### config.mk
export PLATFORM = sky130hd
export DESIGN_NAME = wb_cfg_loader
export DESIGN_NICKNAME = d
export VERILOG_FILES = /design/src/rtl/wb_cfg_loader.sv
export SDC_FILE = /design/constraint.sdc
export NUM_CORES = 1
export LEC_CHECK = 0
export ABC_AREA = 1
export BUFFER_PORTS_ARGS = -buffer_cell sky130_fd_sc_hd__buf_4
export CORE_MARGIN = 5
export CORE_UTILIZATION = 45
export DETAILED_ROUTE_END_ITERATION = 10
export GPL_TIMING_DRIVEN = 0
export HOLD_SLACK_MARGIN = 0.05
export PLACE_DENSITY = 0.87
export SETUP_SLACK_MARGIN = 0.2
export SKIP_CTS_REPAIR_TIMING = 1
export SYNTH_ARGS = -nofsm -noshare
export SYNTH_HDL_FRONTEND = slang
export SYNTH_SLANG_ARGS = --single-unit
### constraint.sdc
create_clock -name clk_i -period 4.3 [get_ports clk_i]
set_clock_uncertainty 0.1 [all_clocks]
set_input_delay 1.29 -clock clk_i [delete_from_list [all_inputs] [get_ports clk_i]]
set_output_delay 1.29 -clock clk_i [all_outputs]
set_load 0.01 [all_outputs]
### src/rtl/wb_cfg_loader.sv
// Boot-time configuration sequencer for a Wishbone register bank.
// Writes a fixed address/data table into the bank after reset and on request.
// Outside a load sequence it passes the host master straight through.
module wb_cfg_loader #(
    parameter int unsigned                  N_ENTRIES = 2,
    parameter int unsigned                  ADDR_W    = 3,
    parameter logic [N_ENTRIES*ADDR_W-1:0]  INIT_ADDR = {3'd4, 3'd0},
    parameter logic [N_ENTRIES*32-1:0]      INIT_DATA = {32'h0000_0123, 32'h0},
    parameter int unsigned                  TIMEOUT   = 15,
    parameter int unsigned                  MAX_RETRY = 3
) (
    input  logic              clk_i,
    input  logic              rst_n_i,
    input  logic              start_i,
    // host side
    input  logic              h_cyc_i,
    input  logic              h_stb_i,
    input  logic              h_we_i,
    input  logic [ADDR_W-1:0] h_adr_i,
    input  logic [3:0]        h_sel_i,
    input  logic [31:0]       h_dat_i,
    output logic              h_ack_o,
    output logic              h_err_o,
    output logic              h_rty_o,
    output logic              h_stall_o,
    output logic [31:0]       h_dat_o,
    // bank side
    output logic              m_cyc_o,
    output logic              m_stb_o,
    output logic              m_we_o,
    output logic [ADDR_W-1:0] m_adr_o,
    output logic [3:0]        m_sel_o,
    output logic [31:0]       m_dat_o,
    input  logic              m_ack_i,
    input  logic              m_err_i,
    input  logic              m_rty_i,
    input  logic              m_stall_i,
    input  logic [31:0]       m_dat_i,
    // status
    output logic              busy_o,
    output logic              done_o,
    output logic              fail_o,
    output logic [7:0]        err_cnt_o
);

    localparam int unsigned IDX_W = (N_ENTRIES > 1) ? $clog2(N_ENTRIES) : 1;
    localparam int unsigned CNT_W = 8;
    localparam int unsigned DAT_W = 32;

    localparam logic [IDX_W-1:0] LAST_IDX  = IDX_W'(N_ENTRIES - 1);
    localparam logic [CNT_W-1:0] TMO_LAST  = CNT_W'(TIMEOUT - 1);
    localparam logic [CNT_W-1:0] RETRY_MAX = CNT_W'(MAX_RETRY);
    localparam logic [CNT_W-1:0] CNT_SAT   = {CNT_W{1'b1}};

    typedef enum logic [1:0] {
        BOOT = 2'd0,
        LOAD = 2'd1,
        GAP  = 2'd2,
        HOST = 2'd3
    } state_t;

    state_t             state;
    state_t             state_nxt;
    logic [IDX_W-1:0]   idx;
    logic [CNT_W-1:0]   retry_cnt;
    logic [CNT_W-1:0]   tmo_cnt;
    logic               adv_q;
    logic               start_pend;

    logic               tmo_hit;
    logic               can_retry;
    logic               ev_ok;
    logic               ev_retry;
    logic               ev_fail;
    logic               ev_any;

    logic [ADDR_W-1:0]  tbl_adr [N_ENTRIES];
    logic [DAT_W-1:0]   tbl_dat [N_ENTRIES];

    // Unpack the flat parameter tables into indexable arrays.
    for (genvar k = 0; k < N_ENTRIES; k++) begin : g_tbl
        assign tbl_adr[k] = INIT_ADDR[k*ADDR_W +: ADDR_W];
        assign tbl_dat[k] = INIT_DATA[k*DAT_W +: DAT_W];
    end

    // Classify the bank response for the current attempt (err > rty > ack > timeout).
    always_comb begin
        tmo_hit   = (tmo_cnt == TMO_LAST);
        can_retry = (retry_cnt < RETRY_MAX);
        ev_retry  = m_rty_i & ~m_err_i & can_retry;
        ev_ok     = m_ack_i & ~m_err_i & ~m_rty_i;
        ev_fail   = m_err_i | (m_rty_i & ~can_retry) | (~m_ack_i & ~m_rty_i & tmo_hit);
        ev_any    = ev_ok | ev_retry | ev_fail;
    end

    // State register.
    always_ff @(posedge clk_i or negedge rst_n_i) begin
        if (!rst_n_i) begin
            state <= BOOT;
        end else begin
            state <= state_nxt;
        end
    end

    // Next-state logic.
    always_comb begin
        state_nxt = state;
        case (state)
            BOOT: state_nxt = LOAD;
            LOAD: if (ev_any) state_nxt = GAP;
            GAP: begin
                if (adv_q && (idx == LAST_IDX)) state_nxt = HOST;
                else                            state_nxt = LOAD;
            end
            HOST: if ((start_i | start_pend) & ~h_cyc_i) state_nxt = BOOT;
            default: state_nxt = BOOT;
        endcase
    end

    // Bus outputs: table write in LOAD, host pass-through in HOST, idle otherwise.
    always_comb begin
        m_cyc_o   = 1'b0;
        m_stb_o   = 1'b0;
        m_we_o    = 1'b0;
        m_adr_o   = '0;
        m_sel_o   = 4'h0;
        m_dat_o   = '0;
        h_ack_o   = 1'b0;
        h_err_o   = 1'b0;
        h_rty_o   = 1'b0;
        h_stall_o = h_cyc_i & h_stb_i;
        h_dat_o   = m_dat_i;
        case (state)
            LOAD: begin
                m_cyc_o = 1'b1;
                m_stb_o = 1'b1;
                m_we_o  = 1'b1;
                m_sel_o = 4'hF;
                m_adr_o = tbl_adr[idx];
                m_dat_o = tbl_dat[idx];
            end
            HOST: begin
                m_cyc_o   = h_cyc_i;
                m_stb_o   = h_stb_i;
                m_we_o    = h_we_i;
                m_adr_o   = h_adr_i;
                m_sel_o   = h_sel_i;
                m_dat_o   = h_dat_i;
                h_ack_o   = m_ack_i;
                h_err_o   = m_err_i;
                h_rty_o   = m_rty_i;
                h_stall_o = m_stall_i;
            end
            default: ;
        endcase
    end

    // Sequencer datapath: entry index, retry/timeout counters, status flags.
    always_ff @(posedge clk_i or negedge rst_n_i) begin
        if (!rst_n_i) begin
            idx        <= '0;
            retry_cnt  <= '0;
            tmo_cnt    <= '0;
            adv_q      <= 1'b0;
            start_pend <= 1'b0;
            busy_o     <= 1'b0;
            done_o     <= 1'b0;
            fail_o     <= 1'b0;
            err_cnt_o  <= '0;
        end else begin
            case (state)
                BOOT: begin
                    idx        <= '0;
                    retry_cnt  <= '0;
                    tmo_cnt    <= '0;
                    adv_q      <= 1'b0;
                    start_pend <= 1'b0;
                    busy_o     <= 1'b1;
                    done_o     <= 1'b0;
                    fail_o     <= 1'b0;
                    err_cnt_o  <= '0;
                end
                LOAD: begin
                    if (ev_any) begin
                        adv_q <= ~ev_retry;
                    end else begin
                        tmo_cnt <= tmo_cnt + CNT_W'(1);
                    end
                    if (ev_retry) begin
                        retry_cnt <= retry_cnt + CNT_W'(1);
                    end
                    if (ev_fail) begin
                        fail_o <= 1'b1;
                        if (err_cnt_o != CNT_SAT) err_cnt_o <= err_cnt_o + CNT_W'(1);
                    end
                end
                GAP: begin
                    tmo_cnt <= '0;
                    if (adv_q) begin
                        retry_cnt <= '0;
                        if (idx == LAST_IDX) begin
                            busy_o <= 1'b0;
                            done_o <= 1'b1;
                        end else begin
                            idx <= idx + IDX_W'(1);
                        end
                    end
                end
                HOST: begin
                    // Hold a start that arrives mid host cycle until the cycle closes.
                    if (state_nxt == BOOT)          start_pend <= 1'b0;
                    else if (start_i && h_cyc_i)    start_pend <= 1'b1;
                end
                default: ;
            endcase
        end
    end

endmodule

Yosys cells after proc, flatten, opt, wreduce, memory -nomap -nowiden:

Index checks and enable logic that the tools add are counted.

* register bits after elaboration: 32
* bits of input ports: 81

* add/subtract/negate cells: 4
* $lt $le $gt $ge: 2
* equal/unequal tests: 13
* multiplexer cells: 44
* bitwise gates (word level): 21
* reduce and logical (&&, ||, !) cells: 18

Operator list (count)
* $mux 32: 2
* $pmux 32 s2: 1
* $mux 8: 5
* $pmux 8 s2: 2
* $add 8x1->8 const B: 3
* $pmux 8 s3: 1
* $pmux 1 s2: 9
* $mux 1: 14
* $ne 2x2->1 const B: 7
* $reduce_and 2->1: 5
* $and 1x1->1: 9
* $mux 3: 3
* $mux 9: 1
* $reduce_and 3->1: 3
* $eq 8x4->1 const B: 1
* $lt 8x2->1 const B: 1
* $ne 8x8->1 const B: 1
* $pmux 2 s4: 1
* $pmux 4 s2: 1
* $reduce_bool 2->1: 4
* $mux 2: 3
* $not 1->1: 6
* $pmux 3 s2: 1
* $or 1x1->1: 5
* 10 further kinds: 13

Longest topological paths before layout:

* word-level depth: 11
* mapped depth: 9
* gate-level depth less buffers: 9

Worst setup path after synthesis:

OpenSTA, ideal clock, no wires.

* kind: input port to output port
* start: input port m_err_i
* end: output port h_err_o
* arrival time: 1.589 ns
* data required time: 2.910 ns
* slack: 1.321 ns
* stages on the path: 2
* path buffers: 0
* cells stage by stage: inv_1 nor2_1

* cells in the longest elaborated chain, start to end: 1

RTL lines
* from (decl): line 35 `input logic m_err_i,`
* $mux 1: line 133 `case (state)`
* to (decl): line 23 `output logic h_err_o,`

Every way passes these cells.

Worst setup path after layout:

Ends and elaborated chain as after synthesis.

==> results_dict.tcl <==
set metrics [dict create \
    ys_types 32 \
    reg2reg_to "err_cnt_o[7]" \
    powerDensity_mw_per_mm2 459 \
    grt_pass1_vias 2565 \
    dr_wl_met2_um 4170 \
    place_congestion 0.917 \
    pre_cts_slack_ns 1.03 \
    nets 590 \
    multi_input_area_mm2 0.00108 \
    instances_no_fill 576 \
    setup_tns_ns 0 \
    clkTransAtPathRegs_ns 0.06 \
    hold_class "reg -> reg" \
    dr.pass1.iters 4 \
    syn_nets 446 \
    cts.htree.levels 2 \
    fillers 427 \
    synth_top_area_share_pct 33.1 \
    worstSkewPairLatency_ns 0.28 \
    worst_slew_pin_slew_ns 0.452 \
    critPathArrivalTime_ns 1.89 \
    final_antenna_net_count 0 \
    ir_drop_mv 0.347 \
    layout_min_cycle_time_ns 3.28 \
    status "finished, final reports clean" \
    period_share_pct 76.3 \
    antenna_cells 0 \
    synthCells 361 \
    setup_violations 0 \
    synth-seq-cells 32 \
    cap_violations 0 \
    vias 2660 \
    wirelength_met1_um 3070 \
    die_area_mm2 0.00694 \
    start_util_pct 46.8 \
    start_kind "input port" \
    yosysWarnings 0 \
    final_layout_size_suffix_gt1_share_pct 37.7 \
    drc 0 \
    overflow 0 \
    numCtsBuffers 5 \
    die_w_um 83.3 \
    pin_count 170 \
    numPortBuffers 137 \
    synth-seq-area-share_pct 33.1 \
    timing.fmax_ghz 0.305 \
    drt_iter0_drc 149 \
    core_mm2 0.00517 \
    cts_tree "done" \
    grt_setup_unrepaired "no" \
    r2r_cells 7 \
    crit_fanout 7 \
    area_delta_synth_final_pct 50.6 \
    grt_max_degree 33 \
    syn_avg_cell_area_um2 6.70 \
    top_layer "met4" \
    slew-limit-headroom_pct 69.7 \
    finalMaxSlewViolations 0 \
    end_kind "output pin" \
    regArea_um2 801 \
    cts_sinks 32 \
    vias_per_cell 4.62 \
    reg2reg_from "err_cnt_o[0]" \
    gr-usage-all-layers_pct 21.9 \
    syn-cell-area_mm2 0.00242 \
    crit_required_ns 2.91 \
    die_h_um 83.3 \
    setup_slack_ns 1.02 \
    synth_top_area_cell "dfrtp_1" \
    dp_hpwl_um 6500 \
    antenna_found_initial 0 \
    drt-total-wl_um 7910 \
    route.met3.wl_um 611 \
    num_rows 26 \
    p_leak_uw 0.00218 \
    grt_pass1_wl_um 12500 \
    detail_route.wl_per_cell_um 13.7 \
    cts_root_buf "clkbuf_8" \
    crit_start "m_err_i" \
    crit_type "in -> out" \
    synthTopCellsByArea "dfrtp_1 33%, nand2_1 14%, nor2_1 10%" \
    hold_viol 0 \
    r2r_slack_ns 2.54 \
    postLayoutCoreUtil_pct 70.4 \
    cts_max_path_buffers 2 \
    dp_cells 568 \
    endpoint "h_err_o" \
]
==> worst min-delay path by stage <==
| stage | start | to | cells past startpoint |
|---|---|---|---|
| final | retry_cnt[4] | retry_cnt[4] | 2 |
| after global routing | retry_cnt[5] | retry_cnt[5] | 2 |
| after CTS | retry_cnt[4] | retry_cnt[4] | 2 |
| after detailed placement | fail_o | fail_o | 2 |
| after global placement | fail_o | fail_o | 2 |
| after floorplan | adv_q | adv_q | 2 |
==> through the flow <==
step / area [µm²] / hold slack, ns / total power, µW
3_3_place_gp: 3530 / 0.372 / 1380
4_1_cts: 3640 / 0.396 / 1690
6_report: 3640 / 0.392 / 1670
5_1_grt: 3640 / 0.424 / 1790
3_5_place_dp: 3530 / 0.380 / 1400
2_1_floorplan: 2420 / 0.369 / 942
==> cell usage in the layout, fill, tap and decap left out, types with 3 or more instances in the layout <==
cell type and count:
o21ai_0 5, xnor2_1 3, dfrtp_1 32, nor2_1 66
clkbuf_8 5, nand2_1 91, buf_1 3, nand3_1 24
buf_4 169, xor2_1 5, nand4_1 7, o21ai_1 3
ha_1 4, inv_1 61, buf_6 3
==> synthesized netlist by cell type (all sizes together) <==
library cell / n
a21boi: 1
a21oi: 2
a31oi: 1
a32o: 1
buf: 38
clkbuf: 1
dfrtp: 32
ha: 4
inv: 64
nand2: 95
nand3: 24
nand4: 9
nor2: 68
nor3: 2
o211ai: 1
o21a: 1
o21ai: 8
o21bai: 1
xnor2: 3
xor2: 5
==> registers in the layout, summed over array words and instances, names as in the netlist <==
name	cells
adv_q	1
fail_o	1
err_cnt_o	8
start_pend	1
idx	1
tmo_cnt	8
done_o	1
retry_cnt	8
busy_o	1
state	2
==> area by class of cell <==
cell class	count	share of cell area, %
clock buffers	6	1.99
flip-flops and latches	32	22.0
plain buffers	39	7.94
well taps	70	2.40
clock inverters	2	0.962
repair buffers	137	28.2
multi-input cells	226	29.7
inverters	64	6.80
==> cell families (layout without fill, tap and decap cells) <==
kind of cell             after synthesis  after routing  share of synthesized area, %
buffers and inverters                103            248                          22.2
flip-flops                            32             32                          33.1
AO/OA/AOI/OAI                         16             16                          4.24
adder cells (fa/ha/maj)                4              4                          2.07
AND/OR/NAND/NOR                      198            198                          35.5
XOR/XNOR                               8              8                          2.90
==> critical path, cell delays in order <==
cell,delay (ns)
buf_4,0.10
inv_1,0.26
nor2_1,0.09
buf_4,0.15
==> power breakdown <==
part,internal (µW),switching (µW),leakage (µW)
clock network,172,112,0.0000552
logic,431,568,0.00169
registers,353,34.1,0.000428
==> routing by layer <==
metal,vias up,GRT usage [%]
li1,1343,-
met1,1184,24.8
met2,125,41.8
met3,8,5.05
met4,0,3.86
met5,-,0
No activity file was read; power rests on OpenSTA's default activity.
